$ cat config.mk
export PLATFORM = sky130hd
export DESIGN_NAME = pattern_sequencer
export DESIGN_NICKNAME = d
export VERILOG_FILES = /design/src/rtl/pattern_sequencer.sv
export SDC_FILE = /design/constraint.sdc
export NUM_CORES = 1
export LEC_CHECK = 0
export ABC_AREA = 1
export CAP_MARGIN = 20
export CORE_MARGIN = 1.5
export CORE_UTILIZATION = 43
export DETAILED_ROUTE_END_ITERATION = 8
export HOLD_SLACK_MARGIN = 0.05
export PLACE_DENSITY = 0.77
export SLEW_MARGIN = 20
export SYNTH_ARGS = -nofsm -noshare
export SYNTH_HDL_FRONTEND = slang
export SYNTH_SLANG_ARGS = --single-unit
$ cat constraint.sdc
create_clock -name clk -period 1.65 [get_ports clk]
set_clock_uncertainty 0.05 [all_clocks]
set_input_delay 0.2475 -clock clk [delete_from_list [all_inputs] [get_ports clk]]
set_output_delay 0.2475 -clock clk [all_outputs]
set_load 0.01 [all_outputs]
$ cat src/rtl/pattern_sequencer.sv
// Test-pattern sequencer: cycles BARS/CHECKER/RAMP/WHITE every HOLD_FRAMES frames.
// Define PATTERN_BTN_EN to add a debounced manual-advance button (btn).
module pattern_sequencer #(
  parameter int unsigned HOLD_FRAMES     = 120,
  parameter int unsigned VSYNC_POLARITY  = 1,
  parameter int unsigned DEBOUNCE_CYCLES = 60000
) (
  input  logic       clk,
  input  logic       reset,
  input  logic       vsync,
  input  logic       display_on,
  input  logic [8:0] hpos,
  input  logic [8:0] vpos,
`ifdef PATTERN_BTN_EN
  input  logic       btn,
`endif
  output logic [2:0] rgb,
  output logic [1:0] pattern,
  output logic       frame_tick
);

  localparam int unsigned CNT_W = 8;

  typedef enum logic [1:0] {
    BARS    = 2'd0,
    CHECKER = 2'd1,
    RAMP    = 2'd2,
    WHITE   = 2'd3
  } pat_t;

  pat_t             state;
  pat_t             state_next;
  logic             vs_q;
  logic [CNT_W-1:0] frame_cnt;
  logic             vs_act_c;
  logic             tick_c;
  logic             hold_done_c;
  logic             pending_c;
  logic             advance_c;
  logic [2:0]       color_c;
  logic             unused_bits_c;

  // vsync is data only; normalise so that 1 always means "asserted"
  assign vs_act_c    = (VSYNC_POLARITY != 0) ? ~vsync : vsync;
  assign tick_c      = vs_act_c & ~vs_q;
  assign hold_done_c = (frame_cnt == CNT_W'(HOLD_FRAMES - 1));
  // a pending press and hold expiry on the same tick collapse into one advance
  assign advance_c   = tick_c & (hold_done_c | pending_c);
  assign pattern     = state;
  assign unused_bits_c = ^{hpos[8], hpos[4:0], vpos[8:6], vpos[4:0]};

`ifdef PATTERN_BTN_EN
  localparam int unsigned DB_W = $clog2(DEBOUNCE_CYCLES + 1);

  logic            btn_s1;
  logic            btn_s2;
  logic            btn_db;
  logic            pending;
  logic [DB_W-1:0] db_cnt;
  logic            db_done_c;
  logic            rise_c;

  assign db_done_c = (db_cnt == DB_W'(DEBOUNCE_CYCLES - 1));
  assign rise_c    = btn_s2 & ~btn_db & db_done_c;
  assign pending_c = pending;

  // synchroniser, debouncer and press-pending flag
  always_ff @(posedge clk) begin
    if (reset) begin
      btn_s1  <= 1'b0;
      btn_s2  <= 1'b0;
      btn_db  <= 1'b0;
      db_cnt  <= '0;
      pending <= 1'b0;
    end else begin
      btn_s1 <= btn;
      btn_s2 <= btn_s1;
      if (btn_s2 == btn_db) begin
        db_cnt <= '0;
      end else if (db_done_c) begin
        btn_db <= btn_s2;
        db_cnt <= '0;
      end else begin
        db_cnt <= db_cnt + DB_W'(1);
      end
      pending <= (pending & ~tick_c) | rise_c;
    end
  end
`else
  assign pending_c = 1'b0;
`endif

  // state register, frame counter, tick and registered colour
  always_ff @(posedge clk) begin
    if (reset) begin
      state      <= BARS;
      vs_q       <= 1'b0;
      frame_tick <= 1'b0;
      frame_cnt  <= '0;
      rgb        <= 3'b000;
    end else begin
      state      <= state_next;
      vs_q       <= vs_act_c;
      frame_tick <= tick_c;
      if (tick_c) begin
        frame_cnt <= advance_c ? '0 : frame_cnt + CNT_W'(1);
      end
      rgb <= display_on ? color_c : 3'b000;
    end
  end

  // next-pattern logic
  always_comb begin
    state_next = state;
    if (advance_c) begin
      case (state)
        BARS:    state_next = CHECKER;
        CHECKER: state_next = RAMP;
        RAMP:    state_next = WHITE;
        WHITE:   state_next = BARS;
        default: state_next = BARS;
      endcase
    end
  end

  // colour for the current pixel, {b, g, r}
  always_comb begin
    color_c = 3'b000;
    case (state)
      BARS:    color_c = {~hpos[5], ~hpos[7], ~hpos[6]};
      CHECKER: color_c = (hpos[5] ^ vpos[5]) ? 3'b000 : 3'b111;
      RAMP:    color_c = hpos[7:5];
      WHITE:   color_c = 3'b111;
      default: color_c = 3'b000;
    endcase
  end

endmodule

**Word-level counts from Yosys, hierarchy flattened**

Index checks and enable logic that the tools add are counted.

- Register bits: 15
- Bits of input ports: 22
- Output and inout bits: 6
- Word-level logic and storage cells: 25

- $add $sub $neg: 1
- Equality and inequality tests: 4
- Muxes and demuxes: 4
- Bitwise gates (word level): 9
- Reduce and logical (&&, ||, !) cells: 2

Operators by type and width:

| operator | count |
|---|---|
| 3-bit case mux with 4 select lines | 1 |
| 8-bit by 1-bit adder with 8-bit output, second input constant | 1 |
| 8-bit by 7-bit equality test with 1-bit output, second input constant | 1 |
| 8-bit 2-to-1 mux | 1 |
| 2-bit case mux with 4 select lines | 1 |
| 1-bit NOT | 6 |
| 2-bit equality test, second input constant | 2 |
| 3-bit 2-to-1 mux | 1 |
| 1-bit bitwise AND | 2 |
| 2-bit by 1-bit equality test with 1-bit output, second input constant | 1 |
| 2-bit zero test | 1 |
| 2-bit OR reduction | 1 |
| 1-bit XOR | 1 |

**Depth between registers and ports, before layout**

Gate-level depths: netlist of the first run.

- Depth after elaboration: 4
- Gate-level depth with buffers: 7
- Gate-level depth less buffers: 7

**Worst setup path after synthesis of the first run**

OpenSTA, ideal clock, no wires.

- Path type: register to register
- From: reg frame_cnt[0]
- To: reg frame_cnt[3]
- Library setup time: 0.114 ns
- Arrival time: 0.984 ns
- Data required time: 1.486 ns
- Slack: 0.502 ns
- Cell stages (with the launch flop): 7
- Buffers on the path: 0
- Clock period less this slack: 1.148 ns
- Cells stage by stage: dfxtp_1 ha_1 nand2_1 nor2_4 nand2_2 nand2_1 nor2_1

- Longest elaborated chain between the ends: 3
- Elaborated cells on any way between the ends: 4
- Classes of those cells: 1 x add/sub; 1 x eq/ne; 1 x mux; 1 x bitwise

Ends and longest elaborated chain:

| item | line | RTL |
|---|---|---|
| start: declaration | 34 | `logic [CNT_W-1:0] frame_cnt;` |
| start signal: assignment | 106 | `frame_cnt <= advance_c ? '0 : frame_cnt + CNT_W'(1);` |
| parallel branches: the longest is 2 deep, another holds 8-bit by 1-bit adder with 8-bit output | -- |  |
| 8-bit 2-to-1 mux * | 106 |  |

Every way passes the cells marked *.
A chain may end at the register's enable or synchronous reset.

**Final worst setup path of the first run**

- From: reg state[0] (netlist: pattern[0])
- To: out pattern[0]

RTL lines:

| item | line | RTL |
|---|---|---|
| start: declaration | 31 | `pat_t state;` |
| start signal: assignment | 102 | `state <= state_next;` |
| end: declaration | 18 | `output logic [1:0] pattern,` |

No word-level cell between the ends.

==> impl_metrics.csv, run 1 <==
group,metric,value,unit
outcome,status,"finished clean",
clock_tree,cts.clk_slew.worst_paths,0.10,ns
detailed_routing,wirelength,1.57,mm
logic_synthesis,synth_cell_types,20,
setup_path,cp-startpoint,"pattern[0]",
setup_path,worstSetupStartpointType,"flop",
detailed_routing,first_pass_iters,4,
place,io_buffer_count,13,
logic_synthesis,syn_area,790,sq um
setup_path,path_buf_inv,1,
final_layout,drive_above_1_share,13.5,%
setup_path,worstPathCellList,"clkdlybuf4s50_1",
grt,grt_pass1_vias,678,
final_layout,area.growth.synth_to_final,23.9,%
floorplan,fp.dieH,45.9,microns
detailed_routing,drc,0,
final_layout,fill_cells,166,
sta,setup_viol,0,
detailed_routing,ant_nets,0,
floorplan,die_w,45.9,microns
power_and_ir_drop,power.total,666,uW
floorplan,die_area,2100,sq um
detailed_routing,avgViaCountPerCell,4.86,
clock_tree,clk_latency,0.29,ns
place,dp_hpwl,1.25,mm
grt,grt_max_degree,10,
clock_tree,cts_buffers,3,
sta,relSlewSlack,85.0,%
sta,finalCritPeriodShare,94.3,%
setup_path,required,1.35,ns
logic_synthesis,async_reset_ff_share,0,%
logic_synthesis,synth-edff-count,0,
grt,overflow,0,
floorplan,coreArea,1730,sq um
detailed_routing,wl_met2,792,microns
floorplan,num_io_pins,28,
setup_path,cpPeakStageDelay,0.56,ns
logic_synthesis,syn_inst,109,
floorplan,rows,15,
grt,antenna_found_initial,0,
grt,grt_pass1_wl,2.64,mm
setup_path,critical_path.top_delay_family,"buffers and inverters",
logic_synthesis,yosys_register_bits,15,
detailed_routing,avgRoutedWirePerCell,10.4,microns
sta,slew_violations,0,
setup_path,worstReg2RegStart,"frame_cnt[0]",
power_and_ir_drop,p_leak,0.000389,uW
hold_path,hold_start,"frame_cnt[7]",
clock_tree,cts_resized,0,
setup_path,cpMaxStageDelayCell,"clkdlybuf4s50_1",
logic_synthesis,synth_top_flop_cell,"dfxtp_1",
sta,hold_viol_final,0,
setup_path,crit_fanout,5,
setup_path,arrival,1.26,ns
clock_tree,cts_setup_buffers,0,
sta,worst_pin_slew,0.225,ns
clock_tree,clock-sinks,15,
clock_tree,cts_tree,"yes",
setup_path,critPathCaptureType,"primary output",
clock_tree,htree_levels,1,
floorplan,start_util,45.7,%
clock_tree,postCtsHoldBufs,0,
logic_synthesis,yosysWarnings,0,
sta,fmax,643,MHz
detailed_routing,vias,734,
hold_path,min_path_type,"reg -> reg",
grt,grt_usage,17.8,%
logic_synthesis,syn_area_per_cell,7.24,sq um
logic_synthesis,yosysSeqAreaShare,38.0,%
flow_run,maxCapViolCount,0,
sta,rsz0062_at_grt,"no",
detailed_routing,top_layer_used,"met4",
detailed_routing,drt_iter0_drc,16,
setup_path,critPathKind,"reg -> out",
clock_tree,cts_buffer_depth,2,
logic_synthesis,synth_nets,136,
detailed_routing,wl_met3,54,microns
place,finalWeightedCongestion,0.826,
clock_tree,root_buffer,"clkbuf_4",
sta,min_period,1.56,ns
final_layout,nets,154,
final_layout,insertedDiodeCount,0,
power_and_ir_drop,powerDensity,681,nW/um^2
sta,fin_setup_tns,0,ns
detailed_routing,met1Wirelength,687,microns
power_and_ir_drop,ir_worst_vdd,0.350,mV
==> layout make-up <==
| class | instances | area, sq um | share of cell area [%] |
|---|---|---|---|
| clock inverter | 1 | 5.00 | 0.512 |
| inverter | 17 | 63.8 | 6.52 |
| clock buffer | 3 | 22.5 | 2.30 |
| multi-input combinational | 77 | 425 | 43.5 |
| sequential | 15 | 300 | 30.7 |
| timing repair buffer | 13 | 130 | 13.3 |
| tap | 25 | 31.3 | 3.20 |
==> final timing paths <==
check,endpoint,cells after the start,slack (ns)
setup / recovery,pattern[0],1,0.09
hold / removal,frame_cnt[7],2,0.44
setup reg to reg,frame_cnt[4],6,0.31
hold reg to reg,frame_cnt[7],2,0.44
==> through the flow <==
step	instance area, sq um	instances	util, %	hold slack, ns	worst slack [ns]
6_report	978	151	56.7	0.441	0.0942
5_1_grt	978	151	56.7	0.467	0.00830
4_1_cts	978	151	56.7	0.436	0.0790
3_5_place_dp	951	147	55.1	0.422	0.149
3_3_place_gp	951	147	55.1	0.415	0.166
2_1_floorplan	790	109	-	0.264	0.502
==> placed cells by master, fill, tap and decap left out <==
cell              n
a21oi_1           5
a31oi_1           3
clkbuf_4          3
clkdlybuf4s50_1  13
clkinv_2          1
dfxtp_1          15
ha_1              5
inv_1            14
inv_2             3
nand2_1          19
nand2_2           2
nand2_4           1
nand3_1          11
nand3_2           2
nand4_1           1
nor2_1           16
nor2_2            3
nor2_4            2
nor3_1            1
o21ai_0           3
o21ai_1           1
o21bai_1          1
xor2_1            1
==> Yosys cell counts, types with 3 or more instances <==
cell	number	share of area [%]
nand2_1	19	9.0
nor2_1	16	7.6
dfxtp_1	15	38
inv_1	14	6.7
nand3_1	11	7.0
a21oi_1	5	3.2
ha_1	5	7.9
a31oi_1	3	2.4
inv_2	3	1.4
nor2_2	3	2.4
o21ai_0	3	1.9
==> routing by layer <==
layer  track usage, %  vias to the layer above
met2             31.1                       19
met1             18.9                      329
met3             4.76                        5
met4             10.3                        0
met5                0                        -
li1                 -                      381
==> report_power, final <==
group / switching (uW) / leakage [uW] / internal [uW]
combinational: 31.7 / 0.000249 / 33.6
sequential: 6.91 / 0.000122 / 372
clock: 132 / 0.0000177 / 90.2
total: 170 / 0.000389 / 496
==> logic make-up after synthesis <==
group	share of synthesized area (%)
XOR/XNOR	1.11
adder cells (fa/ha/maj)	7.92
AND/OR/NAND/NOR	35.8
AO/OA/AOI/OAI	9.03
buffers and inverters	8.08
flip-flops	38.0
==> registers in the layout, indices dropped and copies added (netlist names) <==
| signal | count |
|---|---|
| pattern | 2 |
| frame_tick | 1 |
| vs_q | 1 |
| frame_cnt | 8 |
| rgb | 3 |
Note: power is estimated with default switching activity, not from simulation.
==> run 2: changes to the inputs <==
--- a/config.mk
+++ b/config.mk
@@ -7,11 +7,11 @@
 export LEC_CHECK = 0
 export ABC_AREA = 1
 export CAP_MARGIN = 20
-export CORE_MARGIN = 1.5
 export CORE_UTILIZATION = 43
 export DETAILED_ROUTE_END_ITERATION = 8
 export HOLD_SLACK_MARGIN = 0.05
 export PLACE_DENSITY = 0.77
+export SKIP_LAST_GASP = 1
 export SLEW_MARGIN = 20
 export SYNTH_ARGS = -nofsm -noshare
 export SYNTH_HDL_FRONTEND = slang
==> run 2 against run 1 <==
Net effect:
- worst hold slack improved by 0.0066 ns
- utilization grew 0.14 points
- routed wire length shrank 7.3%
- cell count is the same
- critical path type unchanged
- largest power group unchanged
==> impl_metrics.csv, run 2 (same netlist as run 1, synthesis figures left out) <==
group,metric,value,unit
outcome,status,"finished clean",
clock_tree,cts_buffers,3,
detailed_routing,avgViaCountPerCell,4.79,
setup_path,critical_path.top_delay_family,"buffers and inverters",
power_and_ir_drop,power_frac_seq,57.4,%
power_and_ir_drop,powerDensity,673,nW/um^2
setup_path,arrival,1.26,ns
place,finalWeightedCongestion,0.893,
hold_path,min_path_type,"reg -> reg",
grt,grt_pass1_wl,2.45,mm
setup_path,required,1.35,ns
grt,grt_max_degree,11,
power_and_ir_drop,netSwitchingFraction,24.5,%
floorplan,num_io_pins,28,
clock_tree,htree_levels,1,
setup_path,worstSetupStartpointType,"flop",
final_layout,area.growth.synth_to_final,24.2,%
final_layout,insertedDiodeCount,0,
final_layout,nets,154,
setup_path,worstPathCellList,"clkdlybuf4s50_1",
sta,rsz0062_at_grt,"no",
floorplan,rows,15,
place,io_buffer_count,13,
sta,finalCritPeriodShare,94.7,%
clock_tree,cts_buffer_depth,2,
flow_run,maxCapViolCount,0,
sta,relSlewSlack,84.7,%
grt,grt_pass1_vias,646,
grt,grt_usage,17.1,%
final_layout,final_common_cell,"nand2_1",
detailed_routing,avgRoutedWirePerCell,9.64,microns
sta,slew_violations,0,
final_layout,postLayoutCoreUtil,56.8,%
setup_path,cpMaxStageDelayCell,"clkdlybuf4s50_1",
clock_tree,cts_tree,"yes",
floorplan,die_area,2010,sq um
detailed_routing,ant_nets,0,
grt,antenna_found_initial,0,
clock_tree,cts_setup_buffers,0,
detailed_routing,wirelength,1.46,mm
final_layout,regMostFlops,"frame_cnt",
grt,overflow,0,
sta,fmax,640,MHz
setup_path,critPathCaptureType,"primary output",
power_and_ir_drop,p_switching,162,uW
final_layout,drive_above_1_share,13.5,%
power_and_ir_drop,p_int,498,uW
sta,setup_viol,0,
setup_path,crit_fanout,5,
detailed_routing,drc,0,
floorplan,coreArea,1730,sq um
final_layout,fill_cells,167,
final_layout,final_cell_mix,"19 x nand2_1, 16 x nor2_1, 15 x dfxtp_1",
power_and_ir_drop,clock_power_share,32.8,%
final_layout,largest_register_ff_count,8,
sta,min_period,1.56,ns
detailed_routing,vias,724,
power_and_ir_drop,p_leak,0.000385,uW
clock_tree,clock-sinks,15,
floorplan,die_w,44.9,microns
detailed_routing,first_pass_iters,4,
power_and_ir_drop,ir_worst_vdd,0.396,mV
setup_path,critPathKind,"reg -> out",
sta,fin_setup_tns,0,ns
clock_tree,root_buffer,"clkbuf_4",
final_layout,postLayoutCellArea,981,sq um
sta,worst_pin_slew,0.229,ns
place,place_area,951,sq um
setup_path,path_buf_inv,1,
power_and_ir_drop,p_comb_share,9.8,%
clock_tree,cts_resized,0,
detailed_routing,drt_iter0_drc,17,
sta,hold_viol_final,0,
setup_path,cpPeakStageDelay,0.58,ns
place,dp_hpwl,1.15,mm
clock_tree,clk_latency,0.29,ns
floorplan,fp.dieH,44.9,microns
clock_tree,postCtsHoldBufs,0,
sta,hold_slack,0.447,ns
clock_tree,cts.clk_slew.worst_paths,0.10,ns
floorplan,start_util,45.7,%
## run 2: cell types whose count changed in the layout (fill, tap and decap cells not counted)
cell and change:
clkinvlp_4 +1, clkinv_2 -1
## run 2: final cells by class
class | count | area (sq um) | share of cell area [%]
inverters | 17 | 63.8 | 6.51
multi-input cells | 77 | 425 | 43.4
repair buffers | 13 | 130 | 13.3
clock buffers | 3 | 22.5 | 2.30
flip-flops and latches | 15 | 300 | 30.6
clock inverters | 1 | 7.51 | 0.765
well taps | 25 | 31.3 | 3.19
## run 2: power by group through the flow
stage	logic (uW)	registers, uW	clock network [uW]
after global placement	63.4	387	0
after detailed placement	65.2	387	0
after floorplan	28.8	389	0
after CTS	65.7	379	226
after global routing	73.1	380	241
final	64.6	379	216
## run 2: worst paths after layout
check	from	to	slack (ns)	cells past startpoint
min	frame_cnt[7]	frame_cnt[7]	0.45	2
min reg2reg	frame_cnt[7]	frame_cnt[7]	0.45	2
max	pattern[0]	pattern[0]	0.09	1
max reg2reg	frame_cnt[0]	frame_cnt[4]	0.36	6
## run 2: metal layers
metal  share of wire (%)  GRT usage [%]  routed length [microns]
met1                  46           18.8                      667
met5                   0              0                        0
met2                  48           29.7                      699
met3                 3.9           4.80                       57
met4                 2.1           9.09                       31
## run 2: metrics by stage
stage,power [uW],std cells,setup WS (ns)
after floorplan,417,109,0.502
after global placement,450,147,0.164
after detailed placement,453,147,0.151
final,660,151,0.0877
after global routing,695,151,0.0196
after CTS,671,151,0.0719
## run 2: tightest hold or removal path: stages (launching register included)
cell	delay, ns
dfxtp_1	0.34
nand2_1	0.07
a21oi_1	0.05
